<file path="src/rtl/uart_pkg.sv">
// Shared UART definitions: arbiter FSM encoding and link constants.
package uart_pkg;

    localparam int unsigned BYTE_W = 8;
    localparam int unsigned BAUD   = 9600;

    typedef enum logic [1:0] {
        IDLE       = 2'd0,
        ISSUE      = 2'd1,
        WAIT_BUSY  = 2'd2,
        WAIT_EMPTY = 2'd3
    } arb_state_e;

endpackage

</file>
<file path="src/rtl/uart_tx_arbiter_if.sv">
// Requester side and uart_tx side of the shared-transmitter arbiter.
interface uart_tx_arbiter_if
    import uart_pkg::*;
#(
    parameter int unsigned NUM_REQ = 4
);
    logic [NUM_REQ-1:0]        req;
    logic [BYTE_W*NUM_REQ-1:0] req_data;
    logic [NUM_REQ-1:0]        req_last;
    logic [NUM_REQ-1:0]        ack;
    logic [NUM_REQ-1:0]        grant;
    logic                      tx_wr_en;
    logic [BYTE_W-1:0]         tx_byte;
    logic                      tx_empty;

    modport master (
        output req, req_data, req_last, tx_empty,
        input  ack, grant, tx_wr_en, tx_byte
    );

    modport slave (
        input  req, req_data, req_last, tx_empty,
        output ack, grant, tx_wr_en, tx_byte
    );
endinterface

</file>
<file path="src/rtl/uart_tx_arbiter_rr_pick.sv">
// Combinational round-robin pick: first set req bit at or above ptr, wrapping.
module rr_pick #(
    parameter int unsigned N  = 4,
    parameter int unsigned IW = (N > 1) ? $clog2(N) : 1
) (
    input  logic [N-1:0]  req,
    input  logic [IW-1:0] ptr,
    output logic          valid,
    output logic [IW-1:0] idx
);
    int unsigned pos;

    // Scan from the farthest offset down so the nearest requester wins last.
    always_comb begin
        valid = |req;
        idx   = '0;
        pos   = 0;
        for (int off = int'(N) - 1; off >= 0; off--) begin
            pos = 32'(ptr) + 32'(off);
            if (pos >= N) pos = pos - N;
            if (req[IW'(pos)]) idx = IW'(pos);
        end
    end
endmodule

</file>
<file path="src/rtl/uart_tx_arbiter.sv">
// Round-robin, burst-holding arbiter sharing one uart_tx among NUM_REQ producers.
module uart_tx_arbiter
    import uart_pkg::*;
#(
    parameter int unsigned NUM_REQ      = 4,
    parameter int unsigned MAX_BURST    = 16,
    parameter int unsigned BUSY_TIMEOUT = 8
) (
    input  logic             clk,
    input  logic             rst,
    uart_tx_arbiter_if.slave bus,
    output logic             busy,
    output logic             err
);
    localparam int unsigned IW = (NUM_REQ > 1) ? $clog2(NUM_REQ) : 1;
    localparam int unsigned CW = 8;
    localparam int unsigned TW = $clog2(BUSY_TIMEOUT + 1);

    arb_state_e        state, state_nxt;
    logic [IW-1:0]     idx, idx_nxt;
    logic [IW-1:0]     rr_ptr, rr_ptr_nxt;
    logic [IW-1:0]     pick_idx;
    logic              pick_valid;
    logic [CW-1:0]     count, count_nxt;
    logic [TW-1:0]     tmr, tmr_nxt;
    logic              last_seen, last_nxt;
    logic              err_nxt;
    logic [NUM_REQ-1:0] grant_nxt, ack_nxt;
    logic              wr_nxt;
    logic [BYTE_W-1:0] byte_nxt;

    rr_pick #(.N(NUM_REQ)) u_pick (
        .req   (bus.req),
        .ptr   (rr_ptr),
        .valid (pick_valid),
        .idx   (pick_idx)
    );

    always_ff @(posedge clk or negedge rst) begin
        if (!rst) begin
            state        <= IDLE;
            idx          <= '0;
            rr_ptr       <= '0;
            count        <= '0;
            tmr          <= '0;
            last_seen    <= 1'b0;
            err          <= 1'b0;
            busy         <= 1'b0;
            bus.grant    <= '0;
            bus.ack      <= '0;
            bus.tx_wr_en <= 1'b0;
            bus.tx_byte  <= '0;
        end else begin
            state        <= state_nxt;
            idx          <= idx_nxt;
            rr_ptr       <= rr_ptr_nxt;
            count        <= count_nxt;
            tmr          <= tmr_nxt;
            last_seen    <= last_nxt;
            err          <= err_nxt;
            busy         <= (state_nxt != IDLE);
            bus.grant    <= grant_nxt;
            bus.ack      <= ack_nxt;
            bus.tx_wr_en <= wr_nxt;
            bus.tx_byte  <= byte_nxt;
        end
    end

    // Strobe, ack and byte are registered on the ISSUE edge, so they appear together.
    always_comb begin
        state_nxt  = state;
        idx_nxt    = idx;
        rr_ptr_nxt = rr_ptr;
        count_nxt  = count;
        tmr_nxt    = tmr;
        last_nxt   = last_seen;
        err_nxt    = err;
        grant_nxt  = bus.grant;
        ack_nxt    = '0;
        wr_nxt     = 1'b0;
        byte_nxt   = bus.tx_byte;

        unique case (state)
            IDLE: begin
                if (bus.tx_empty && pick_valid) begin
                    idx_nxt   = pick_idx;
                    grant_nxt = NUM_REQ'(1) << pick_idx;
                    count_nxt = '0;
                    state_nxt = ISSUE;
                end
            end
            ISSUE: begin
                wr_nxt    = 1'b1;
                byte_nxt  = bus.req_data[BYTE_W*32'(idx) +: BYTE_W];
                ack_nxt   = NUM_REQ'(1) << idx;
                count_nxt = count + CW'(1);
                last_nxt  = bus.req_last[idx];
                tmr_nxt   = '0;
                state_nxt = WAIT_BUSY;
            end
            WAIT_BUSY: begin
                if (!bus.tx_empty) begin
                    state_nxt = WAIT_EMPTY;
                end else if (tmr == TW'(BUSY_TIMEOUT - 1)) begin
                    err_nxt   = 1'b1;
                    state_nxt = WAIT_EMPTY;
                end else begin
                    tmr_nxt = tmr + TW'(1);
                end
            end
            WAIT_EMPTY: begin
                if (bus.tx_empty) begin
                    if (bus.req[idx] && !last_seen && (count < CW'(MAX_BURST))) begin
                        state_nxt = ISSUE;
                    end else begin
                        grant_nxt  = '0;
                        rr_ptr_nxt = (idx == IW'(NUM_REQ - 1)) ? '0 : idx + IW'(1);
                        state_nxt  = IDLE;
                    end
                end
            end
            default: state_nxt = IDLE;
        endcase
    end
endmodule

</file>
<file path="src/flat_wrapper.sv">
// flat-port wrapper written by rule: the top's interface ports become plain ports
module uart_tx_arbiter_flat import uart_pkg::*;
#(
    parameter int unsigned NUM_REQ      = 4,
    parameter int unsigned MAX_BURST    = 16,
    parameter int unsigned BUSY_TIMEOUT = 8
)
  (clk, rst, busy, err, bus_req, bus_req_data, bus_req_last, bus_tx_empty, bus_ack, bus_grant, bus_tx_wr_en, bus_tx_byte);
  uart_tx_arbiter_if #(.NUM_REQ(NUM_REQ)) bus_i ();
  input  logic clk;
  input  logic rst;
  output logic busy;
  output logic err;
  input wire logic [$bits(bus_i.req)-1:0] bus_req;
  input wire logic [$bits(bus_i.req_data)-1:0] bus_req_data;
  input wire logic [$bits(bus_i.req_last)-1:0] bus_req_last;
  input wire logic [$bits(bus_i.tx_empty)-1:0] bus_tx_empty;
  output wire logic [$bits(bus_i.ack)-1:0] bus_ack;
  output wire logic [$bits(bus_i.grant)-1:0] bus_grant;
  output wire logic [$bits(bus_i.tx_wr_en)-1:0] bus_tx_wr_en;
  output wire logic [$bits(bus_i.tx_byte)-1:0] bus_tx_byte;
  assign bus_i.req = bus_req;
  assign bus_i.req_data = bus_req_data;
  assign bus_i.req_last = bus_req_last;
  assign bus_i.tx_empty = bus_tx_empty;
  assign bus_ack = bus_i.ack;
  assign bus_grant = bus_i.grant;
  assign bus_tx_wr_en = bus_i.tx_wr_en;
  assign bus_tx_byte = bus_i.tx_byte;
  uart_tx_arbiter #(.NUM_REQ(NUM_REQ), .MAX_BURST(MAX_BURST), .BUSY_TIMEOUT(BUSY_TIMEOUT)) u_core (.clk(clk), .rst(rst), .bus(bus_i), .busy(busy), .err(err));
endmodule
</file>
<file path="config.mk">
export PLATFORM = sky130hd
export DESIGN_NAME = uart_tx_arbiter_flat
export DESIGN_NICKNAME = d
export VERILOG_FILES = /design/src/rtl/uart_pkg.sv /design/src/rtl/uart_tx_arbiter_if.sv /design/src/rtl/uart_tx_arbiter_rr_pick.sv /design/src/rtl/uart_tx_arbiter.sv /design/src/flat_wrapper.sv
export SDC_FILE = /design/constraint.sdc
export NUM_CORES = 1
export LEC_CHECK = 0
export ABC_CLOCK_PERIOD_IN_PS = 1850
export CAP_MARGIN = 20
export CORE_MARGIN = 2
export CORE_UTILIZATION = 45
export DETAILED_ROUTE_END_ITERATION = 16
export PLACE_DENSITY = 0.77
export SLEW_MARGIN = 20
export SYNTH_ARGS = -nofsm -noshare
export SYNTH_HDL_FRONTEND = slang
export SYNTH_HIERARCHICAL = 1
export SYNTH_SLANG_ARGS = --single-unit
</file>
<file path="constraint.sdc">
create_clock -name clk -period 1.85 [get_ports clk]
set_input_delay 0.37 -clock clk [delete_from_list [all_inputs] [get_ports clk]]
set_output_delay 0.37 -clock clk [all_outputs]
set_load 0.05 [all_outputs]
</file>
# After elaboration in Yosys (flattened, before gate mapping)
# Index checks and enable logic that the tools add are counted.
[word_totals]
mem_bits_rw = 0
inputBits = 43
latchBits = 0
elab_cells = 100
ff_bits = 38
out_inout_bits = 19
rom_bits = 0
n_memories = 0
[classes]
eq_ne = 10
mul = 0
reduce_logical = 16
n_addsub = 10
shifts = 3
div = 0
order_cmp = 10
n_mux = 38
bitwise_logic = 1
[op_table]
columns = ["operator", "count"]
rows = [
  ["variable part select 32 x 6 -> 8 bit", 1],
  ["two-way mux 2 bit", 13],
  ["two-way mux 4 bit", 6],
  ["case mux 4 bit (2 select lines)", 2],
  ["case mux 8 bit (2 select lines)", 1],
  ["< comparator 2 x 3 -> 1 bit (second input constant)", 5],
  ["binary-select mux 1 bit (select 2 bit)", 6],
  [">= comparator 3 bit (second input constant)", 3],
  ["AND reduction 3 bit", 3],
  ["adder 8 x 1 -> 8 bit (second input constant)", 1],
  ["< comparator 8 x 5 -> 1 bit (second input constant)", 1],
  ["two-way mux 1 bit", 8],
  ["two-way mux 8 bit", 1],
  ["inequality test 2 bit (second input constant)", 4],
  ["case mux 2 bit (4 select lines)", 1],
  ["nonzero test 2 bit", 4],
  ["<< shifter 1 x 2 -> 4 bit (first input constant)", 2],
  ["subtractor 2 x 1 -> 2 bit (second input constant)", 4],
  ["adder 2 x 2 -> 3 bit (second input constant)", 2],
  ["equality test 2 bit (second input constant)", 3],
  ["adder 4 x 1 -> 4 bit (second input constant)", 1],
  ["equality test 4 x 3 -> 1 bit (second input constant)", 1],
  ["AND reduction 2 bit", 2],
  ["AND reduction 4 bit", 1],
  ["other kinds (10)", 12],
]

# Longest topological paths before layout
[depth]
word_depth = 12
depth_mapped = 6
depth_no_buf = 5

# Cells and area by module
# The synthesis kept the hierarchy.
[by_module_without_submodules]
columns = ["module", "seq_area_each_um2", "area_each_um2", "instances", "cells_per_inst"]
rows = [
  ["uart_tx_arbiter", 950.9, 1959.4, 1, 176],
  ["rr_pick", 0.0, 77.6, 1, 13],
]

# Worst setup path after synthesis
# No wires, ideal clock.
[synth_path]
path_kind = "register -> register"
from = "register u_core.idx[0]"
to = "register u_core.rr_ptr[1]"
path_stages_with_launch = 4
arrival_time_ns = 1.569
setup_ns = 0.125
setup_slack_ns = 0.156
period_less_slack_ns = 1.694
required_time_ns = 1.725
path_buffers = 0
path_cell_list = "dfrtp_1 -> mux4_2 -> a31oi_4 -> mux2_4"
[synth_between]
elab_chain_len = 6
elab_cells_between_ends = 9
classes_between = "add/sub: 1; eq/ne: 1; mux: 3; bitwise: 1; reduce/logical: 3"
[synth_rtl]
columns = ["element", "line", "rtl"]
rows = [
  ["start, declared", "uart_tx_arbiter.sv:20", "logic [IW-1:0] idx, idx_nxt;"],
  ["start signal, assigned", "uart_tx_arbiter.sv:55", "idx <= idx_nxt;"],
  ["binary-select mux 1 bit (select 2 bit)", "uart_tx_arbiter.sv:113", "if (bus.req[idx] && !last_seen && (count < CW'(MAX_BURST))) begin"],
  ["two-way mux 1 bit (implied by the code)", "uart_tx_arbiter.sv:113", ""],
  ["logical AND 1 bit (2 in a row)", "uart_tx_arbiter.sv:113", ""],
  ["NOT 1 bit (no line)", "-", ""],
  ["AND reduction 3 bit (no line)", "-", ""],
  ["end signal, assigned", "uart_tx_arbiter.sv:56", "rr_ptr <= rr_ptr_nxt;"],
  ["end, declared", "uart_tx_arbiter.sv:21", "logic [IW-1:0] rr_ptr, rr_ptr_nxt;"],
]
# Several ways; a longest one is shown, not always the timed one. The select of a mux whose other input is x is not followed.
# A chain may end at the register's enable or synchronous reset.

# Final worst setup path
[layout_path]
from = "input bus_req[3]"
to = "register u_core.rr_ptr[0]"
[layout_between]
elab_chain_len = 6
[layout_rtl]
columns = ["element", "line", "rtl"]
rows = [
  ["start, declared", "flat_wrapper.sv:14", "input wire logic [$bits(bus_i.req)-1:0] bus_req;"],
  ["binary-select mux 1 bit (select 2 bit)", "uart_tx_arbiter.sv:113", ""],
  ["two-way mux 1 bit (implied by the code)", "uart_tx_arbiter.sv:113", ""],
  ["logical AND 1 bit (2 in a row)", "uart_tx_arbiter.sv:113", ""],
  ["NOT 1 bit (no line)", "-", ""],
  ["AND reduction 3 bit (no line)", "-", ""],
]
# Every way passes these cells. The select of a mux whose other input is x is not followed.

==> out/qor.csv <==
metric,value,unit
"commonest cells after routing, fill and taps aside","nand2_1, clkdlybuf4s50_1, dfrtp_1",
crit path max fanout,4,
Pleak,0.001328,µW
DIE HEIGHT,71.28,µm
average size of a mapped cell,10.78,µm²
Core Box Area,4354,µm²
Via density,5.358,
peak supply drop,0.7161,mV
Worst Setup Start Kind,input port,
Worst path slowest cell,mux4_2,
outcome,finished clean,
Arrival @ worst endpoint,1910,ps
CTS Buf Count,5,
post-DR wirelength/cell,14.80,µm
r2r setup slk,200,ps
"flops & latches, synth",38,
Placed Cells incl. Taps,310,
GPL Wtd Cong,0.8400,
port bufs,61,
Final Core Density,65.23,%
Initial Util,46.78,%
post-route ant nets,0,
worst min-delay path class,in2async,
Mapped Area,2037,µm²
Ys Warns,6,
die width,71.28,µm
area of the multi-input gates,1025,µm²
switching fraction of total power,43.54,%
initial antenna violation count,0,
fraction of layout cells with a size suffix above 1,23.31,%
FF+latch area,950.9,µm²
total grt overflow,0,
Post-Synthesis Cells,189,
Logic pwr share,53.2,%
Hold Fails Final Rpt,0,
FP Rows,24,
io pins,62,
number of synthesized flops with an enable pin,0,
Post-CTS Setup Repair Bufs,0,
via count,1704,
measured slew at the worst slew-check pin,488.2,ps
Post-Syn Nets,238,
"Critical Path, Cell by Cell",clkdlybuf4s50_1 > mux4_2 > a31oi_4 > mux2_4,
Reg power frac,32.9,%
Sw Pwr,1823,µW
fin crit share,93.52,%
Worst-path clk slew,70,ps
largest net degree at the start of global routing,39,
FF-to-FF path depth,3,
fin. max-slew vios,0,
"most common cell after layout, fill and taps aside",nand2_1,
ant diodes,0,
CTS tree,yes,
Filler cells,351,
Area Overhead vs Synth,39.43,%
Pwr Density,1474,nW/µm²
detailed-placement wirelength estimate,3557,µm
initial DRC count,66,
# nets final,314,
GRT Total Usage,19.51,%
"Clk Latency, worst-skew pair",290,ps
Setup CP Type,in2reg,
H-tree levels,2,
filler-free cell count of the finished design,318,
hold buffer count at CTS,0,
clock network power share,13.9,%
first-pass GRT wire length,7700,µm
worst setup margin,119.9,ps
max incr delay on CP,520,ps
crit end category,register,
clock skew,4.282,ps
minimum clock period,1730,ps
required time of the critical path,2030,ps
CTS sink count,38,
PostCTS Resize Cnt,0,
max-cap violations,0,
final setup vio count,0,
"Seq/Total Area, Yosys",46.68,%
vias in the first global route,1686,
slew margin rel.,67.46,%
CTS Root Cell,clkbuf_8,
RSZ-0062 raised after global routing,false,
die area,5081,µm²
post-synth cell types,41,
"worst slack, placed",-186.8,ps
fmax,578.0,MHz
DRC Markers,0,
Clock Path Buffers,2,
"FFs w/ async S/R, synth",100.0,%
first-pass iteration count of the detailed router,5,
routed wire length,4706,µm
Pint,2364,µW
prevailing post-synth register cell,dfrtp_1,
## cells in the mapped netlist, types with 4 or more instances
cell type   n  area share (%)
nand2_1    43             7.9
nand4_1     5             1.5
inv_1       8             1.5
mux4_2     10              11
nor2b_1     5             1.5
o21ai_0     4            0.98
and2_1      4             1.2
dfrtp_1    38              47
o2bb2ai_1   4             1.7
nor2_1      8             1.5
clkbuf_1    7             1.3
a21oi_1     4            0.98
mux2i_1     7             3.4
ha_1        6             3.7
## power by group through the flow
stage,Sequential [µW],Combinational [µW],Clock [µW]
floorplan,1900,1010,0
global placement,1390,2210,0
detailed placement,1390,2250,0
CTS,1380,2250,600
global route,1420,2410,636
finish,1380,2230,580
## stage by stage
stage / TNS, ps / total power (µW) / hold slack, ps / instance area (µm²)
final: 0 / 4187 / 121.8 / 2840
after CTS: 0 / 4227 / 141.1 / 2840
after detailed placement: -886.1 / 3637 / 455.0 / 2749
after global routing: 0 / 4469 / 155.6 / 2840
after floorplan: 0 / 2906 / 74.41 / 2037
after global placement: -700.4 / 3594 / 445.0 / 2749
## critical path: cells and delay by family
family,cells,cell delay (ps)
compound gates,1,280
buf+inv,1,420
mux,2,840
## state kept, by name, indices dropped and copies added, names as in the netlist
name	cells
u_core/bus.tx_byte	8
u_core/state	2
u_core/busy	1
u_core/idx	2
u_core/tmr	4
u_core/last_seen	1
u_core/rr_ptr	2
u_core/bus.grant	4
u_core/err	1
u_core/count	8
u_core/bus.tx_wr_en	1
u_core/bus.ack	4
## cell families (layout without fill, tap and decap cells)
family                     count (synthesis)  count (layout)  synth area share [%]
adders and majority gates                  6               6                 3.685
AOI/OAI and AO/OA                         28              28                 10.50
muxes                                     19              19                 15.97
DFF                                       38              38                 46.68
and+or+nand+nor                           82              82                 20.15
buffers and inverters                     16              93                 3.010
## cell type report
| type | instances | area share [%] |
|---|---|---|
| timing repair buffer | 77 | 23.88 |
| clock buffer | 7 | 3.040 |
| tap | 52 | 2.291 |
| sequential | 38 | 33.48 |
| multi-input combinational | 135 | 36.08 |
| clock inverter | 1 | 0.1762 |
| inverter | 8 | 1.057 |
## routing by layer
| layer | vias up | share of wire, % | global-route usage, % |
|---|---|---|---|
| met5 | - | 0 | 0 |
| met4 | 0 | 1.7 | 7.128 |
| met3 | 9 | 2.8 | 5.204 |
| met2 | 28 | 52 | 31.79 |
| met1 | 838 | 44 | 25.16 |
| li1 | 829 | - | - |
## path summary, 6_finish.rpt
check / from / end
worst max register to register: u_core/idx[0] / u_core/rr_ptr[0]
max in group asynchronous: rst / u_core/count[0]
min in group clk: u_core/err / u_core/err
worst max-delay path: bus_req[3] / u_core/rr_ptr[0]
worst min register to register: u_core/err / u_core/err
worst min-delay path: rst / u_core/bus.tx_byte[5]
No activity file was read; power rests on OpenSTA's default activity.
